### src/rtl/adc_seq_pkg.sv
// Shared types and defaults for the OrangeCrab ADC mux sequencer.
// States, the mux park code and default timing parameters.
package adc_seq_pkg;

    typedef enum logic [1:0] {
        PARK   = 2'd0,
        SETTLE = 2'd1,
        SAMPLE = 2'd2,
        DONE   = 2'd3
    } state_e;

    localparam logic [3:0] MUX_PARK = 4'd0;

    localparam int SETTLE_DEFAULT      = 480;
    localparam int SAMPLE_LOG2_DEFAULT = 10;

endpackage

### src/rtl/sync_2ff.sv
// Two-flop synchroniser for a single asynchronous input.
// Synchronous active-high reset clears both flops.
module sync_2ff (
    input  logic clk_i,
    input  logic rst_i,
    input  logic d_i,
    output logic q_o
);

    logic meta_q;
    logic sync_q;

    always_ff @(posedge clk_i) begin
        if (rst_i) begin
            meta_q <= 1'b0;
            sync_q <= 1'b0;
        end else begin
            meta_q <= d_i;
            sync_q <= meta_q;
        end
    end

    assign q_o = sync_q;

endmodule

### src/rtl/adc_mux_sequencer.sv
// Channel select, settle and first-order sigma-delta conversion
// for the 74HC4067 analog front end; mux parks on Y0 when idle.
module adc_mux_sequencer
    import adc_seq_pkg::*;
#(
    parameter int SETTLE_CYCLES = SETTLE_DEFAULT,
    parameter int SAMPLE_LOG2   = SAMPLE_LOG2_DEFAULT
) (
    input  logic                   ref_clk,
    input  logic                   rst,
    input  logic                   req_valid,
    input  logic [3:0]             req_chan,
    output logic                   req_ready,
    output logic                   rsp_valid,
    input  logic                   rsp_ready,
    output logic [3:0]             rsp_chan,
    output logic [SAMPLE_LOG2:0]   rsp_count,
    output logic                   busy,
    input  logic                   adc_sense_hi,
    output logic [3:0]             adc_mux,
    output logic                   adc_ctrl1,
    output logic                   adc_ctrl0
);

    localparam int SW = (SETTLE_CYCLES > 1) ? $clog2(SETTLE_CYCLES) : 1;
    localparam int CW = SAMPLE_LOG2 + 1;
    localparam logic [SW-1:0] SETTLE_LAST = SW'(SETTLE_CYCLES - 1);

    state_e                 state_q, state_d;
    logic [3:0]             chan_q, chan_d;
    logic [3:0]             mux_q, mux_d;
    logic                   ctrl0_q, ctrl0_d;
    logic [SW-1:0]          settle_q, settle_d;
    logic [SAMPLE_LOG2-1:0] smp_q, smp_d;
    logic [CW-1:0]          ones_q, ones_d;
    logic [CW-1:0]          cnt_q, cnt_d;
    logic [3:0]             rchan_q, rchan_d;
    logic                   rvalid_q, rvalid_d;
    logic                   sense_s;
    logic [CW-1:0]          ones_inc;

    sync_2ff u_sense_sync (
        .clk_i (ref_clk),
        .rst_i (rst),
        .d_i   (adc_sense_hi),
        .q_o   (sense_s)
    );

    // Count includes the current cycle's sample, so the last cycle lands too.
    assign ones_inc = ones_q + CW'(sense_s);

    always_comb begin
        state_d  = state_q;
        chan_d   = chan_q;
        mux_d    = mux_q;
        ctrl0_d  = ctrl0_q;
        settle_d = settle_q;
        smp_d    = smp_q;
        ones_d   = ones_q;
        cnt_d    = cnt_q;
        rchan_d  = rchan_q;
        rvalid_d = rvalid_q;
        unique case (state_q)
            PARK: begin
                mux_d   = MUX_PARK;
                ctrl0_d = 1'b0;
                if (req_valid) begin
                    chan_d   = req_chan;
                    mux_d    = req_chan;
                    settle_d = '0;
                    state_d  = SETTLE;
                end
            end
            SETTLE: begin
                settle_d = settle_q + 1'b1;
                ctrl0_d  = 1'b0;
                if (settle_q == SETTLE_LAST) begin
                    smp_d   = '0;
                    ones_d  = '0;
                    state_d = SAMPLE;
                end
            end
            SAMPLE: begin
                ctrl0_d = ~sense_s;
                ones_d  = ones_inc;
                smp_d   = smp_q + 1'b1;
                if (&smp_q) begin
                    cnt_d    = ones_inc;
                    rchan_d  = chan_q;
                    rvalid_d = 1'b1;
                    mux_d    = MUX_PARK;
                    ctrl0_d  = 1'b0;
                    state_d  = DONE;
                end
            end
            DONE: begin
                if (rsp_ready) begin
                    rvalid_d = 1'b0;
                    state_d  = PARK;
                end
            end
            default: state_d = PARK;
        endcase
    end

    always_ff @(posedge ref_clk) begin
        if (rst) begin
            state_q  <= PARK;
            chan_q   <= '0;
            mux_q    <= MUX_PARK;
            ctrl0_q  <= 1'b0;
            settle_q <= '0;
            smp_q    <= '0;
            ones_q   <= '0;
            cnt_q    <= '0;
            rchan_q  <= '0;
            rvalid_q <= 1'b0;
        end else begin
            state_q  <= state_d;
            chan_q   <= chan_d;
            mux_q    <= mux_d;
            ctrl0_q  <= ctrl0_d;
            settle_q <= settle_d;
            smp_q    <= smp_d;
            ones_q   <= ones_d;
            cnt_q    <= cnt_d;
            rchan_q  <= rchan_d;
            rvalid_q <= rvalid_d;
        end
    end

    assign req_ready = (state_q == PARK);
    assign busy      = (state_q != PARK);
    assign rsp_valid = rvalid_q;
    assign rsp_chan  = rchan_q;
    assign rsp_count = cnt_q;
    assign adc_mux   = mux_q;
    assign adc_ctrl0 = ctrl0_q;
    assign adc_ctrl1 = 1'b0;

endmodule

### config.mk
export PLATFORM = sky130hd
export DESIGN_NAME = adc_mux_sequencer
export DESIGN_NICKNAME = d
export VERILOG_FILES = /design/src/rtl/adc_seq_pkg.sv /design/src/rtl/sync_2ff.sv /design/src/rtl/adc_mux_sequencer.sv
export SDC_FILE = /design/constraint.sdc
export NUM_CORES = 1
export LEC_CHECK = 0
export BUFFER_PORTS_ARGS = -buffer_cell sky130_fd_sc_hd__buf_2
export CELL_PAD_IN_SITES_DETAIL_PLACEMENT = 1
export CELL_PAD_IN_SITES_GLOBAL_PLACEMENT = 1
export CORE_MARGIN = 8
export CORE_UTILIZATION = 36
export CTS_BUF_LIST = sky130_fd_sc_hd__clkbuf_8
export DETAILED_ROUTE_END_ITERATION = 16
export GPL_TIMING_DRIVEN = 1
export HOLD_SLACK_MARGIN = 0.03
export PLACE_DENSITY = 0.74
export RECOVER_POWER = 50
export SYNTH_ARGS = -nofsm -noshare
export SYNTH_HDL_FRONTEND = slang
export SYNTH_SLANG_ARGS = --single-unit
### constraint.sdc
create_clock -name ref_clk -period 2.3 [get_ports ref_clk]
set_input_delay 0.115 -clock ref_clk [delete_from_list [all_inputs] [get_ports ref_clk]]
set_output_delay 0.115 -clock ref_clk [all_outputs]
set_load 0.02 [all_outputs]
**Word-level counts from Yosys, hierarchy flattened**

Cells that the tools add are included.
Widths: inputs -> output; s select.

- Bits in registers: 59
- Input port bits: 9
- Output and inout port bits: 24

- $add $sub $neg: 3
- Bitwise gates (word level): 1
- Equality and inequality tests: 8
- Multiplexer cells: 19
- Reduce and logical (&&, ||, !) cells: 16

Operators by type and width:

| cell | number |
|---|---|
| $pmux 11 s2 | 1 |
| $pmux 10 s2 | 1 |
| $pmux 9 s2 | 1 |
| $reduce_bool 2->1 | 6 |
| $add 11x1->11 | 1 |
| $mux 11 | 1 |
| $reduce_and 11->1 | 1 |
| $add 10x1->10 const B | 1 |
| $mux 10 | 1 |
| $reduce_and 10->1 | 1 |
| $add 9x1->9 const B | 1 |
| $eq 9x9->1 const B | 1 |
| $mux 9 | 1 |
| $mux 2 | 4 |
| $mux 4 | 2 |
| $ne 2x2->1 const B | 4 |
| $pmux 2 s4 | 1 |
| $pmux 4 s2 | 1 |
| $reduce_and 2->1 | 4 |
| $eq 2x2->1 const B | 2 |
| $pmux 1 s2 | 2 |
| $reduce_and 4->1 | 1 |
| $mux 1 | 3 |
| $reduce_and 3->1 | 1 |
| other kinds (4) | 4 |

**Logic depth before layout (Yosys ltp)**

- Depth in word-level cells: 3
- Mapped depth: 9
- Gate-level depth less buffers: 6

**By module**

Synthesis repeated with hierarchy kept, for this count alone.

- Cells, all modules: 322
- Area total of the unflattened synthesis: 2758.9 um^2

Modules (own cells, without submodules):

| module | cells each | instances | area an instance (um^2) | seq. area each (um^2) |
|---|---|---|---|---|
| adc_mux_sequencer | 318 | 1 | 2706.3 | 1141.1 |
| sync_2ff | 4 | 1 | 52.6 | 40.0 |

**Worst setup path after synthesis**

No wires, ideal clock.

- Path type: flip-flop to flip-flop
- Start point: reg state_q[0]
- End point: reg mux_q[3] (netlist: adc_mux[3])
- Setup time: 0.126 ns
- Arrival time: 1.739 ns
- Stages on the path, launching flop included: 10
- Path slack: 0.435 ns
- Path buffers: 3
- Cells stage by stage: dfxtp_1 > inv_1 > ha_1 > buf_6 > inv_1 > or4_4 > buf_6 > buf_6 > a32oi_1 > nor2_1

- Word-level cells in the longest chain between the ends: 3

Ends and longest elaborated chain:

| element | line | source |
|---|---|---|
| start, declared | adc_mux_sequencer.sv:29 | `state_e state_q, state_d;` |
| start signal, assigned | adc_mux_sequencer.sv:119 | `state_q <= state_d;` |
| $eq 2x2->1 / $logic_not 2->1 (equally long branches) | adc_mux_sequencer.sv:63 | `unique case (state_q)` |
| $ne 2x2->1 (no line) / $reduce_bool 2->1 (equally long branches) | - |  |
| $reduce_and 2->1 (no line) | - |  |
| end signal, assigned | adc_mux_sequencer.sv:121 | `mux_q <= mux_d;` |
| end, declared | adc_mux_sequencer.sv:31 | `logic [3:0] mux_q, mux_d;` |

Parallel ways exist; a longest one is shown, timed or not.
A chain may end at the register's enable or synchronous reset.

**Worst setup path in the final report**

- Start point: reg state_q[0]
- End point: reg ones_q[7]

- Word-level cells in the longest chain between the ends: 3

Ends and longest elaborated chain:

| element | line | source |
|---|---|---|
| $eq 2x1->1 / $eq 2x2->1 (equally long branches) | adc_mux_sequencer.sv:63 |  |
| $ne 2x2->1 (no line) / $reduce_bool 2->1 (equally long branches) | - |  |
| $reduce_and 2->1 (no line) | - |  |
| end signal, assigned | adc_mux_sequencer.sv:125 | `ones_q <= ones_d;` |
| end, declared | adc_mux_sequencer.sv:35 | `logic [CW-1:0] ones_q, ones_d;` |

Parallel ways exist; a longest one is shown, timed or not.

==> reports/summary.md <==
The number of maximum-capacitance constraint violations is 1, and the sequential share of the synthesized area is 41.57%. The buffers plus inverters on the worst setup path works out to 3. The tools report the total via count in the routed design as 2524. The area share of the largest cell type after synthesis came out at 41.57%. Logic gate share of total power: 26.2%.

Grouping stages by cell kind, the critical path spends the most delay in buffers and inverters. The tools report the remaining global-route overflow as 0. The count of input and output buffers is 31. For the CTS H-tree depth, the log shows 3. Worst reg2reg path depth: 8. The number of antenna diodes is 0, and the initial core utilization is 36.96%. For this run, the number of Yosys warnings is 0. Global routing consumed, over all layers together, 13.24% of the routing resources.

Initial DRC count: 94. Timing would allow up to 0.4973 GHz. The pin slew with the least headroom to its limit was 1.509 ns; the worst clock skew was 0.01109 ns.

Kind of start point of the critical path: a flip-flop. In the final design database the tool counted 377 nets. TritonCTS built the clock tree. The post-route clock period utilization works out to 87.43%. The endpoint type of the worst setup path is a flip-flop.

The netlist area before placement came out at 2841 µm². Of the cells placed in the final design, the portion with a size suffix greater than 1 is 10.16%. After synthesis, the cell types taking the most area are dfxtp_1 (42%), nand2_1 (5.2%), a21oi_1 (4.8%). After floorplanning, the core was sized to cover 7687 µm².

Summed over all layers, the routed wires come to 7155 µm. Of all nets on the critical path, the largest fanout is 25. The total power density per cell area works out to 918.6 nW/µm². Library cell used as clock root buffer: clkbuf_8. The checks that failed: max-capacitance violations, max-slew violations. The worst hold path begins at req_chan[3].

The wire-length estimate of the detail-placed layout is 4907 µm. In this run the remaining antenna-violating nets after routing total 0. The analysis attributes to net switching a power of 0.001036 W. Worst-skew pair later-pin latency: 0.34 ns.

The worst pin sits at a relative slew slack of -0.5735%. The tools report the part of the power in the clock network as 35.9%. The launch instance of the worst register-to-register path was state_q[0]$_SDFFE_PP0P_. The run finished, with violations left. The run gives 0.29 ns as the setup slack of the worst register-to-register path.

The tools report the wire length of the first global-routing pass as 12040 µm. The arrival time reported for the critical path endpoint came out at 2.26 ns. The cell accounting for the most synthesized area is dfxtp_1. For the maximum vdd drop, the log shows 335.9 µV. The internal power of the cells came out at 0.001960 W. The via density per instance is 5.416. After filler insertion, the fill cell instance count of the layout stands at 956. The global placement routability congestion is 0.7524, and the top-level I/O count is 33. The number of different library cells used by synthesis comes to 53. The die width came out at 104.8 µm.

Data on the critical path is required at its endpoint by 2.55 ns. The largest buffer count on any clock path came out at 2. The worst hold path belongs to the class input pin to flip-flop.

The critical path goes through inv_1 > ha_1 > buf_4 > nor2b_1 > a31oi_1 > clkbuf_2 > a21oi_1 > o32ai_1. Once the clock tree was built, the resizer swapped 0 gates to a different size. Among all stages on the critical path, the largest delay is contributed by dfxtp_1. The first TritonRoute pass finished after 6 iterations.

Vertical die dimension: 104.8 µm. Of the total power, registers draw 37.9%. The run gives 0.03905 ns as the worst hold-check slack. Net switching is 34.57% of the power. The instance count of the mapped netlist is 328, and the fraction of registers with async set/reset is 0%. The die covers 10990 µm². CTS saw 59 sinks. The post-synthesis sequential element count is 59, and the number of antenna violations at the first check in global routing is 0.

The average instance in the mapped netlist occupies 8.663 µm². The largest single stage delay on the critical path is 0.38 ns. The via count of the first global-routing pass came out at 2561. The area overhead of the layout relative to synthesis works out to 14.75%. The capturing point of the worst reg2reg path was ones_q[7]$_SDFFE_PP0P_.

The clock slew at the register clock pins of the worst setup and hold paths works out to 0.08 ns. The critical path in this run is classified as flip-flop to flip-flop. The analysis attributes to cell leakage a power of 1.095 nW.

The count of final hold-check violations was 0; the aggregate negative setup slack was 0 ns. For hold timing, the worst endpoint is adc_mux[3]$_SDFFE_PP0P_. The number of nets handed over by synthesis was 346.

The shortest period the worst path allows is 2.011 ns, and the average routed wire per standard cell is 15.35 µm. Along the worst hold path, the cell count comes to 3. The final-report max-slew violation count is 37. The number of buffers added by the clock tree synthesis step is 9. Setup repair after global routing left no endpoint under its margin. Entering global routing, the biggest net connects 37 pins. Number of design rule violations left after detail routing: 0. The count of flip-flops with a built-in enable after synthesis is 0, and the final count of negative-setup-slack endpoints is 0.

The most used flip-flop cell after synthesis is dfxtp_1. After floorplanning, the core was divided into 32 placement rows.
-- cells in the mapped netlist, drive strengths merged, types with 3 or more instances --
library cell / count
a211oi: 6
a21oi: 27
a311oi: 3
a31oi: 5
a32oi: 9
a41oi: 3
and3: 3
and4: 4
buf: 10
clkbuf: 10
dfxtp: 59
ha: 9
inv: 11
nand2: 39
nand2b: 7
nand3: 12
nand3b: 5
nand4: 5
nand4b: 3
nor2: 26
nor2b: 6
nor3: 7
nor4: 6
o21ai: 9
o31ai: 4
o32ai: 4
or3: 4
xnor2: 8
xor2: 3
-- worst max path at each step --
| stage | end | slack (ns) | startpoint | cells past startpoint |
|---|---|---|---|---|
| global placement | rsp_valid$_SDFFE_PP0P_ | 0.42 | smp_q[0]$_SDFFE_PP0P_ | 5 |
| detailed placement | rsp_valid$_SDFFE_PP0P_ | 0.37 | smp_q[0]$_SDFFE_PP0P_ | 5 |
| finish | ones_q[7]$_SDFFE_PP0P_ | 0.29 | state_q[0]$_SDFFE_PP0P_ | 8 |
| floorplan | adc_mux[3]$_SDFFE_PP0P_ | 0.43 | state_q[0]$_SDFFE_PP0P_ | 9 |
| CTS | rsp_valid$_SDFFE_PP0P_ | 0.36 | smp_q[0]$_SDFFE_PP0P_ | 5 |
| global route | ones_q[7]$_SDFFE_PP0P_ | 0.12 | state_q[0]$_SDFFE_PP0P_ | 8 |
-- worst min-delay path: stages --
cell and delay (ns):
buf_2 0.09, a32oi_1 0.06, nor2_1 0.07
-- state kept, by name, indices dropped and copies added (netlist names) --
register,count
rsp_count,11
rsp_valid,1
u_sense_sync.meta_q,1
state_q,2
settle_q,9
smp_q,10
adc_mux,4
chan_q,4
rsp_chan,4
adc_ctrl0,1
ones_q,11
u_sense_sync.q_o,1
-- power groups by stage --
stage	sequential [W]	clock [W]	combinational, W
global route	0.00114	0.00115	0.000867
detailed placement	0.00116	0	0.000795
finish	0.00114	0.00107	0.000784
floorplan	0.00117	0	0.000601
CTS	0.00114	0.00111	0.000808
global placement	0.00115	0	0.000784
-- layout make-up --
type / count / area [µm²] / share of cell area (%)
inverter: 11 / 41.29 / 1.266
clock inverter: 6 / 88.84 / 2.724
multi-input combinational: 237 / 1481 / 45.43
timing repair buffer: 41 / 202.7 / 6.216
sequential: 59 / 1181 / 36.22
tap: 102 / 127.6 / 3.914
clock buffer: 10 / 137.6 / 4.221
-- per-layer routing --
| metal | global-route usage (%) | routed length [µm] | vias to the layer above |
|---|---|---|---|
| met1 | 14.81 | 3247 | 1237 |
| met2 | 22.53 | 3513 | 34 |
| met4 | 3.976 | 85 | 0 |
| li1 | - | - | 1246 |
| met5 | 0 | 0 | - |
| met3 | 5.405 | 308 | 7 |
-- cell usage in the layout (no fill, tap or decap), types with 5 or more instances in the layout --
cell type	synthesis	routed
nand2b_1	7	7
nand2_1	39	39
nor2_1	26	26
clkbuf_8	1	10
nand3b_1	5	5
clkbuf_1	9	24
a32oi_1	9	9
nand3_1	12	12
buf_2	4	7
nor3_1	7	7
a31oi_1	5	5
a211oi_1	5	5
inv_1	11	11
o21ai_0	9	9
xnor2_1	8	8
nor2b_1	6	6
a21oi_1	27	27
nor4_1	6	5
ha_1	9	9
dfxtp_1	59	59
-- what timing repair did --
action | 4_1_cts | 5_1_grt
hold buffers | 4 | 0
setup buffers | 0 | 0
endpoints found under the hold margin | 5 | 0
-- stage by stage --
stage	cells	power [W]	setup slack, ns	cell area [µm²]	utilization [%]
finish	466	0.002995	0.2892	3261	42.42
global route	466	0.003160	0.1150	3261	42.42
CTS	466	0.003057	0.3625	3298	42.90
detailed placement	446	0.001954	0.3744	3032	39.44
global placement	446	0.001937	0.4223	3032	39.44
floorplan	328	0.001770	0.4349	2841	-
-- logic make-up (layout without fill, tap and decap cells) --
logic type | Yosys count | in the layout | synth area share (%)
adder cells (fa/ha/maj) | 9 | 9 | 3.963
AO/OA/AOI/OAI | 79 | 79 | 18.76
AND/OR/NAND/NOR | 134 | 134 | 24.57
buffers and inverters | 32 | 68 | 6.517
other | 1 | 1 | 0.1320
XOR/XNOR | 11 | 11 | 3.391
flip-flops | 59 | 59 | 41.57
multiplexers | 3 | 3 | 1.101
Note: power is estimated with default switching activity, not from simulation.
